--- src/rtl/phj_pkg.sv ---
// phj_pkg: shared types and defaults for the partitioned hash join release controller.
package phj_pkg;
  typedef enum logic [1:0] {IDLE, RUN, DONE} phj_rc_state_t;
  localparam int NUM_CH_DEF = 8;
  localparam int SEQ_W_DEF  = 32;
endpackage

--- src/rtl/phj_sat_counter.sv ---
// phj_sat_counter: counter that saturates at all-ones, with clear taking priority over increment.
module phj_sat_counter #(
  parameter int W = 16
) (
  input  logic         clk,
  input  logic         resetn,
  input  logic         inc_i,
  input  logic         clr_i,
  output logic [W-1:0] cnt_o,
  output logic [W-1:0] nxt_o
);
  logic [W-1:0] cnt_q;
  always_comb nxt_o = clr_i ? '0 : (inc_i && !(&cnt_q)) ? cnt_q + W'(1) : cnt_q;
  always_ff @(posedge clk) cnt_q <= resetn ? nxt_o : '0;
  assign cnt_o = cnt_q;
endmodule

--- src/rtl/phj_release_ctrl.sv ---
// phj_release_ctrl: lock-step release of one tuple from every enabled SaR channel,
// with release sequencing, end-of-run detection and stall monitoring.
module phj_release_ctrl
  import phj_pkg::*;
#(
  parameter int NUM_CH      = NUM_CH_DEF,
  parameter int SEQ_W       = SEQ_W_DEF,
  parameter int STALL_W     = 16,
  parameter int STALL_LIMIT = 1024
) (
  input  logic               clk,
  input  logic               resetn,
  input  logic               start_i,
  input  logic [NUM_CH-1:0]  ch_enable_i,
  input  logic [NUM_CH-1:0]  in_is_stored_i,
  input  logic [NUM_CH-1:0]  out_ready_i,
  input  logic [NUM_CH-1:0]  local_last_processed_i,
  output logic [NUM_CH-1:0]  release_data_o,
  output logic [SEQ_W-1:0]   next_seq_o,
  output logic               last_processed_o,
  output logic               busy_o,
  output logic [STALL_W-1:0] stall_cycles_o,
  output logic               stall_flag_o
);
  localparam logic [STALL_W-1:0] LIMIT = STALL_W'(STALL_LIMIT);
  phj_rc_state_t      state_q, state_d;
  logic [NUM_CH-1:0]  en_q, en_d;
  logic [SEQ_W-1:0]   seq_q, seq_d;
  logic               flag_q;
  logic               fire, finish, stall, go, held;
  logic [STALL_W-1:0] stall_nxt;
  always_ff @(posedge clk) begin
    if (!resetn) begin
      state_q <= IDLE;
      en_q    <= '0;
      seq_q   <= '0;
      flag_q  <= 1'b0;
    end else begin
      state_q <= state_d;
      en_q    <= en_d;
      seq_q   <= seq_d;
      flag_q  <= stall_nxt >= LIMIT;
    end
  end
  // Disabled channels are forced to "satisfied" so they never block release or finish.
  always_comb begin
    held    = |(in_is_stored_i & en_q);
    fire    = (state_q == RUN) && (&(in_is_stored_i | ~en_q)) && (&(out_ready_i | ~en_q));
    finish  = (state_q == RUN) && (&(local_last_processed_i | ~en_q)) && !held && !fire;
    stall   = (state_q == RUN) && !fire && held;
    go      = start_i && (state_q != RUN);
    en_d    = go ? ch_enable_i : en_q;
    seq_d   = go ? '0 : fire ? seq_q + SEQ_W'(1) : seq_q;
    state_d = go ? ((|ch_enable_i) ? RUN : DONE) : finish ? DONE : state_q;
  end
  always_comb begin
    release_data_o   = fire ? en_q : '0;
    busy_o           = state_q == RUN;
    last_processed_o = state_q == DONE;
  end
  phj_sat_counter #(.W(STALL_W)) u_stall (
    .clk    (clk),
    .resetn (resetn),
    .inc_i  (stall),
    .clr_i  (!stall || go),
    .cnt_o  (stall_cycles_o),
    .nxt_o  (stall_nxt)
  );
  assign next_seq_o   = seq_q;
  assign stall_flag_o = flag_q;
endmodule
--- config.mk ---
export PLATFORM = sky130hd
export DESIGN_NAME = phj_release_ctrl
export DESIGN_NICKNAME = d
export VERILOG_FILES = /design/src/rtl/phj_pkg.sv /design/src/rtl/phj_sat_counter.sv /design/src/rtl/phj_release_ctrl.sv
export SDC_FILE = /design/constraint.sdc
export NUM_CORES = 1
export LEC_CHECK = 0
export BUFFER_PORTS_ARGS = -buffer_cell sky130_fd_sc_hd__buf_4
export CORE_UTILIZATION = 30
export DETAILED_ROUTE_END_ITERATION = 10
export PLACE_DENSITY = 0.61
export SYNTH_ARGS = -nofsm -noshare
export SYNTH_HDL_FRONTEND = slang
export SYNTH_SLANG_ARGS = --single-unit
--- constraint.sdc ---
create_clock -name clk -period 2.3 [get_ports clk]
set_input_delay 0.115 -clock clk [delete_from_list [all_inputs] [get_ports clk]]
set_output_delay 0.115 -clock clk [all_outputs]
set_load 0.05 [all_outputs]
==> results.json, run 1 <==
{
  "outcome": "finished clean",
  "cts_sinks": 59,
  "synth_cell_types": 43,
  "syn-cell-area_um2": 3030,
  "period_minus_slack_ns": 2.12,
  "rows": 36,
  "crit_required_ns": 2.57,
  "slew_viol_final": 0,
  "die_h_um": 103,
  "finalCritPeriodShare": 0.924,
  "vias": 3177,
  "path_class": "reg -> reg",
  "core_um2": 9770,
  "start_kind": "flop",
  "first_iter_violations": 134,
  "drive_gt1_frac": 0.261,
  "dr.pass1.iters": 4,
  "synthCells": 380,
  "slew_headroom": 0.625,
  "ys_warn_count": 0,
  "power_mw": 2.30,
  "syn_nets": 417,
  "cts_buffer_depth": 2,
  "hold_buffers": 0,
  "power-per-cell-area_nw_per_um2": 558,
  "yosys_most_used_dff": "dfxtp_1",
  "clockRootBuffer": "clkbuf_8",
  "wl_per_cell_um": 13.8,
  "nNetsFinal": 518,
  "nFillCells": 1006,
  "clkLatencyLatePin_ns": 0.34,
  "setup_slack_ns": 0.176,
  "ir_worst_vdd_mv": 0.235,
  "grt_pass1_wl_mm": 14.0,
  "globalplace.congestion": 0.862,
  "start_util": 0.310,
  "pin_count": 94,
  "die_w_um": 103,
  "cts_setup_buffers": 0,
  "critical_path_arrival_ns": 2.39,
  "grt_usage": 0.173,
  "finClkSkew_ns": 0.00600,
  "tightest_slew_ns": 0.562,
  "antenna_found_initial": 0,
  "cts_tree": "done",
  "dp_slack_ns": 0.229,
  "grt_max_degree": 28,
  "portBuffers": 93,
  "cts_max_level": 3,
  "timing.hold.ws_ns": 0.0399,
  "p_leak_nw": 1.51,
  "dp_hpwl_mm": 6.51,
  "synthArstFlopShare": 0,
  "hp-class": "in -> reg",
  "grt_pass1_vias": 2847,
  "cts-resized-gates": 0,
  "final_cells": 619,
  "cts.clk_slew.worst_paths_ns": 0.07,
  "syn_avg_cell_area_um2": 7.98,
  "antenna_left": 0,
  "setup_viol": 0,
  "syn_to_final_growth_pct": 36.2,
  "grt_setup_unrepaired": "no",
  "wl_mm": 8.53,
  "synth_edf_count": 0,
  "setup_tns_ns": 0,
  "n_antenna_cell": 0,
  "drv_cap": 0,
  "drc": 0,
  "dp.cells": 603,
  "worst_setup_path_end_kind": "flop",
  "finalHoldViolations": 0,
  "post_drt_via_cell_ratio": 5.13,
  "die-area_um2": 10500,
  "yosysSeqAreaShare": 0.390,
  "grt-ovfl-total": 0,
  "synth-seq-cells": 59,
  "fmax_ghz": 0.471,
  "cts_buffers": 9,
  "crit_fanout": 19
}
-- placed cells by master (no fill, tap or decap), types with 2 or more instances in the layout --
cell type and count:
nand3_1 17, mux2i_1 7, and4_1 3, a21boi_1 3, nor3b_1 2, or4_1 17
a21oi_1 27, inv_1 15, ha_1 2, dfxtp_1 57, a21boi_0 8, nand2_1 49
o211ai_1 2, xnor2_1 11, dfxtp_2 2, nor4_1 7, a22oi_1 4, nor2_1 37
o31ai_1 17, clkbuf_1 3, o21ai_0 12, nand4_1 15, and2_1 2, o22ai_1 4
nor3_1 8, or2_2 4, or3_1 8, buf_4 105, xor2_1 4, and3_1 8
clkbuf_8 12
-- layout make-up --
cell class,instances,area [um2],share of cell area
inverters,15,56.3,0.0136
repair buffers,105,788,0.191
clock buffers,15,176,0.0427
well taps,133,166,0.0403
clock inverters,1,30.0,0.00727
flip-flops and latches,59,1180,0.287
multi-input cells,291,1730,0.419
-- critical path, cell delays in order, from the launching register on --
cell	delay [ns]
dfxtp_1	0.43
and3_1	0.19
nand3_1	0.12
or3_1	0.58
or4_1	0.56
a21oi_1	0.17
-- registers in the layout, summed over array words and instances, names as in the netlist --
name           flops
state_q            2
next_seq_o        32
stall_flag_o       1
u_stall.cnt_o     16
en_q               8
-- layer usage --
layer  global-route usage  up-vias  part of all wire
li1                     -     1606                 -
met1                0.235     1461              0.47
met2                0.251       95              0.44
met3               0.0522       15             0.064
met4               0.0747        0             0.026
met5                    0        -                 0
-- report_power, final --
group	switching (mW)	internal (mW)
clock network	0.397	0.591
registers	0.0159	1.04
logic	0.155	0.107
total	0.569	1.74
-- worst paths after layout --
check / endpoint / cells after the start / slack (ns) / startpoint
setup / recovery: next_seq_o[12]$_SDFFE_PP0N_ / 5 / 0.18 / next_seq_o[6]$_SDFFE_PP0N_
hold / removal: en_q[3]$_SDFFE_PN0P_ / 3 / 0.04 / ch_enable_i[3]
setup reg to reg: next_seq_o[12]$_SDFFE_PP0N_ / 5 / 0.18 / next_seq_o[6]$_SDFFE_PP0N_
hold reg to reg: next_seq_o[31]$_SDFFE_PP0N_ / 2 / 0.48 / next_seq_o[31]$_SDFFE_PP0N_
-- cells in the mapped netlist (2+ instances only) --
cell type	instances	area, um2
xnor2_1	11	96.3
a21oi_1	27	135
dfxtp_1	59	1180
nor3b_1	2	15.0
a21boi_0	8	60.1
or3_1	8	50.1
nor3_1	8	40.0
o31ai_1	17	128
inv_1	15	56.3
and4_1	3	26.3
a21boi_1	3	22.5
a22oi_1	4	30.0
xor2_1	4	35.0
mux2i_1	7	70.1
nor2_1	37	139
and3_1	8	50.1
nor4_1	7	43.8
o21ai_0	12	60.1
nand3_1	17	85.1
and2_1	2	12.5
clkbuf_1	13	48.8
nand4_1	15	93.8
nand2_1	49	184
or4_1	17	128
ha_1	2	25.0
or2_2	4	25.0
o22ai_1	4	25.0
o211ai_1	2	15.0
-- per-stage QoR --
stage | instance area [um2] | util
5_1_grt | 4130 | 0.423
4_1_cts | 4130 | 0.423
6_report | 4130 | 0.423
2_1_floorplan | 3030 | -
3_3_place_gp | 3920 | 0.401
3_5_place_dp | 3920 | 0.401
-- cell families (layout without fill, tap and decap cells) --
kind of cell / after synthesis / in the layout / synth area share
xor+xnor: 15 / 15 / 0.0433
simple gates: 184 / 184 / 0.315
mux: 7 / 7 / 0.0231
fa+ha+maj: 2 / 2 / 0.00825
buf+inv: 30 / 136 / 0.0400
compound gates: 83 / 83 / 0.181
flops: 59 / 59 / 0.390
No activity file was read; power rests on OpenSTA's default activity.
==> run 2: changes to the inputs <==
--- a/config.mk
+++ b/config.mk
@@ -6,9 +6,12 @@
 export NUM_CORES = 1
 export LEC_CHECK = 0
 export BUFFER_PORTS_ARGS = -buffer_cell sky130_fd_sc_hd__buf_4
+export CELL_PAD_IN_SITES_DETAIL_PLACEMENT = 1
+export CELL_PAD_IN_SITES_GLOBAL_PLACEMENT = 1
 export CORE_UTILIZATION = 30
 export DETAILED_ROUTE_END_ITERATION = 10
-export PLACE_DENSITY = 0.61
+export PLACE_DENSITY = 0.76
+export REMOVE_ABC_BUFFERS = 1
 export SYNTH_ARGS = -nofsm -noshare
 export SYNTH_HDL_FRONTEND = slang
 export SYNTH_SLANG_ARGS = --single-unit
==> results.json, run 2 (synthesis gave the netlist of run 1 again) <==
{
  "outcome": "finished clean",
  "setup_viol": 0,
  "n_antenna_cell": 0,
  "worst_setup_path_end_kind": "output pin",
  "crit_fanout": 32,
  "portBuffers": 93,
  "cts_buffer_depth": 2,
  "grt_usage": 0.193,
  "wl_per_cell_um": 15.9,
  "swShare": 0.250,
  "crit_required_ns": 2.18,
  "p_int_mw": 1.82,
  "final_cell_mix": "buf_4, dfxtp_1, nand2_1",
  "period_minus_slack_ns": 2.13,
  "grt_pass1_vias": 3226,
  "clockRootBuffer": "clkbuf_8",
  "wl_mm": 9.96,
  "cts_max_level": 3,
  "critical_path_arrival_ns": 2.02,
  "post-route-util": 0.430,
  "fmax_ghz": 0.469,
  "first_iter_violations": 87,
  "timing.hold.ws_ns": 0.0497,
  "pin_count": 94,
  "path_class": "reg -> out",
  "die-area_um2": 10500,
  "slew_viol_final": 0,
  "setup_tns_ns": 0,
  "finClkSkew_ns": 0.00914,
  "dp_hpwl_mm": 7.46,
  "power_mw": 2.43,
  "syn_to_final_growth_pct": 38.5,
  "largest_reg_flops": 32,
  "drc": 0,
  "ir_worst_vdd_mv": 0.246,
  "rows": 36,
  "slew_headroom": 0.705,
  "cts_buffers": 9,
  "die_h_um": 103,
  "clkLatencyLatePin_ns": 0.34,
  "tightest_slew_ns": 0.438,
  "power-per-cell-area_nw_per_um2": 579,
  "crit_path_max_incr_delay_ns": 0.43,
  "cts.clk_slew.worst_paths_ns": 0.07,
  "cp_num_buf_inv": 3,
  "globalplace.congestion": 0.907,
  "antenna_found_initial": 0,
  "pwr-share-seq": 0.434,
  "finalCritPeriodShare": 0.927,
  "hp-class": "in -> reg",
  "grt-ovfl-total": 0,
  "grt_max_degree": 33,
  "p_leak_nw": 1.55,
  "vias": 3282,
  "post_drt_via_cell_ratio": 5.25,
  "path_delay_family": "buffers and inverters",
  "core_um2": 9770,
  "grt_setup_unrepaired": "no",
  "cpMostUsedCell": "buf_4",
  "start_util": 0.310,
  "cts_tree": "done",
  "antenna_left": 0,
  "nNetsFinal": 524,
  "drive_gt1_frac": 0.272,
  "switching_power_uw": 608,
  "clkPwrFrac": 0.450,
  "cpMaxStageDelayCell": "a222oi_1",
  "start_kind": "flop",
  "final_common_cell": "buf_4",
  "drv_cap": 0,
  "crit_chain": "a222oi_1 > buf_4 > nand3_2 > buf_4 > nor2_1 > buf_4",
  "combPwrFrac": 0.115,
  "grt_pass1_wl_mm": 15.8,
  "dr.pass1.iters": 4,
  "finalHoldViolations": 0,
  "cts_sinks": 59,
  "die_w_um": 103
}
[run 2: worst min-delay path: cells and delay by family]
kind | cells | cell delay (ns)
buffers and inverters | 1 | 0.12
AO/OA/AOI/OAI | 1 | 0.06
AND/OR/NAND/NOR | 1 | 0.04
[run 2: cell type report]
class,instances,area [um2]
well taps,133,166
clock buffers,12,155
multi-input cells,291,1730
clock inverters,4,72.6
flip-flops and latches,59,1180
fillers,1231,5580
inverters,15,56.3
repair buffers,111,833
[run 2: repair_timing]
item | 4_1_cts | 5_1_grt
gates resized for setup | 0 | 1
hold buffers | 0 | 0
setup buffers | 0 | 2
setup endpoints to repair | 0 | 8
[run 2: power by group through the flow]
stage / logic (mW) / registers (mW) / clock network [mW]
after floorplan: 0.133 / 1.08 / 0
after global placement: 0.268 / 1.08 / 0
after detailed placement: 0.274 / 1.08 / 0
after CTS: 0.276 / 1.05 / 1.12
after global routing: 0.306 / 1.06 / 1.15
final: 0.280 / 1.05 / 1.09
[run 2: metrics by stage]
step	setup WS, ns	std cells	area, um2
6_report	0.168	625	4200
5_1_grt	0.00173	625	4200
4_1_cts	0.111	623	4180
3_5_place_dp	0.166	607	3950
3_3_place_gp	0.270	607	3950
2_1_floorplan	-0.126	365	2970
[run 2: final timing paths]
path / startpoint / cells after the start / endpoint / slack (ns)
worst max-delay path: en_q[4]$_SDFFE_PN0P_ / 6 / release_data_o[1] / 0.17
worst min-delay path: ch_enable_i[0] / 3 / en_q[0]$_SDFFE_PN0P_ / 0.05
worst max register to register: next_seq_o[0]$_SDFFE_PP0N_ / 6 / next_seq_o[31]$_SDFFE_PP0N_ / 0.18
worst min register to register: next_seq_o[26]$_SDFFE_PP0N_ / 2 / next_seq_o[26]$_SDFFE_PP0N_ / 0.50
[run 2: routing by layer]
layer | up-vias | global-route usage | routed length [um]
met5 | - | 0 | 0
met4 | 0 | 0.0484 | 129
met3 | 12 | 0.0427 | 460
met2 | 76 | 0.327 | 4800
met1 | 1581 | 0.249 | 4570
li1 | 1613 | - | -
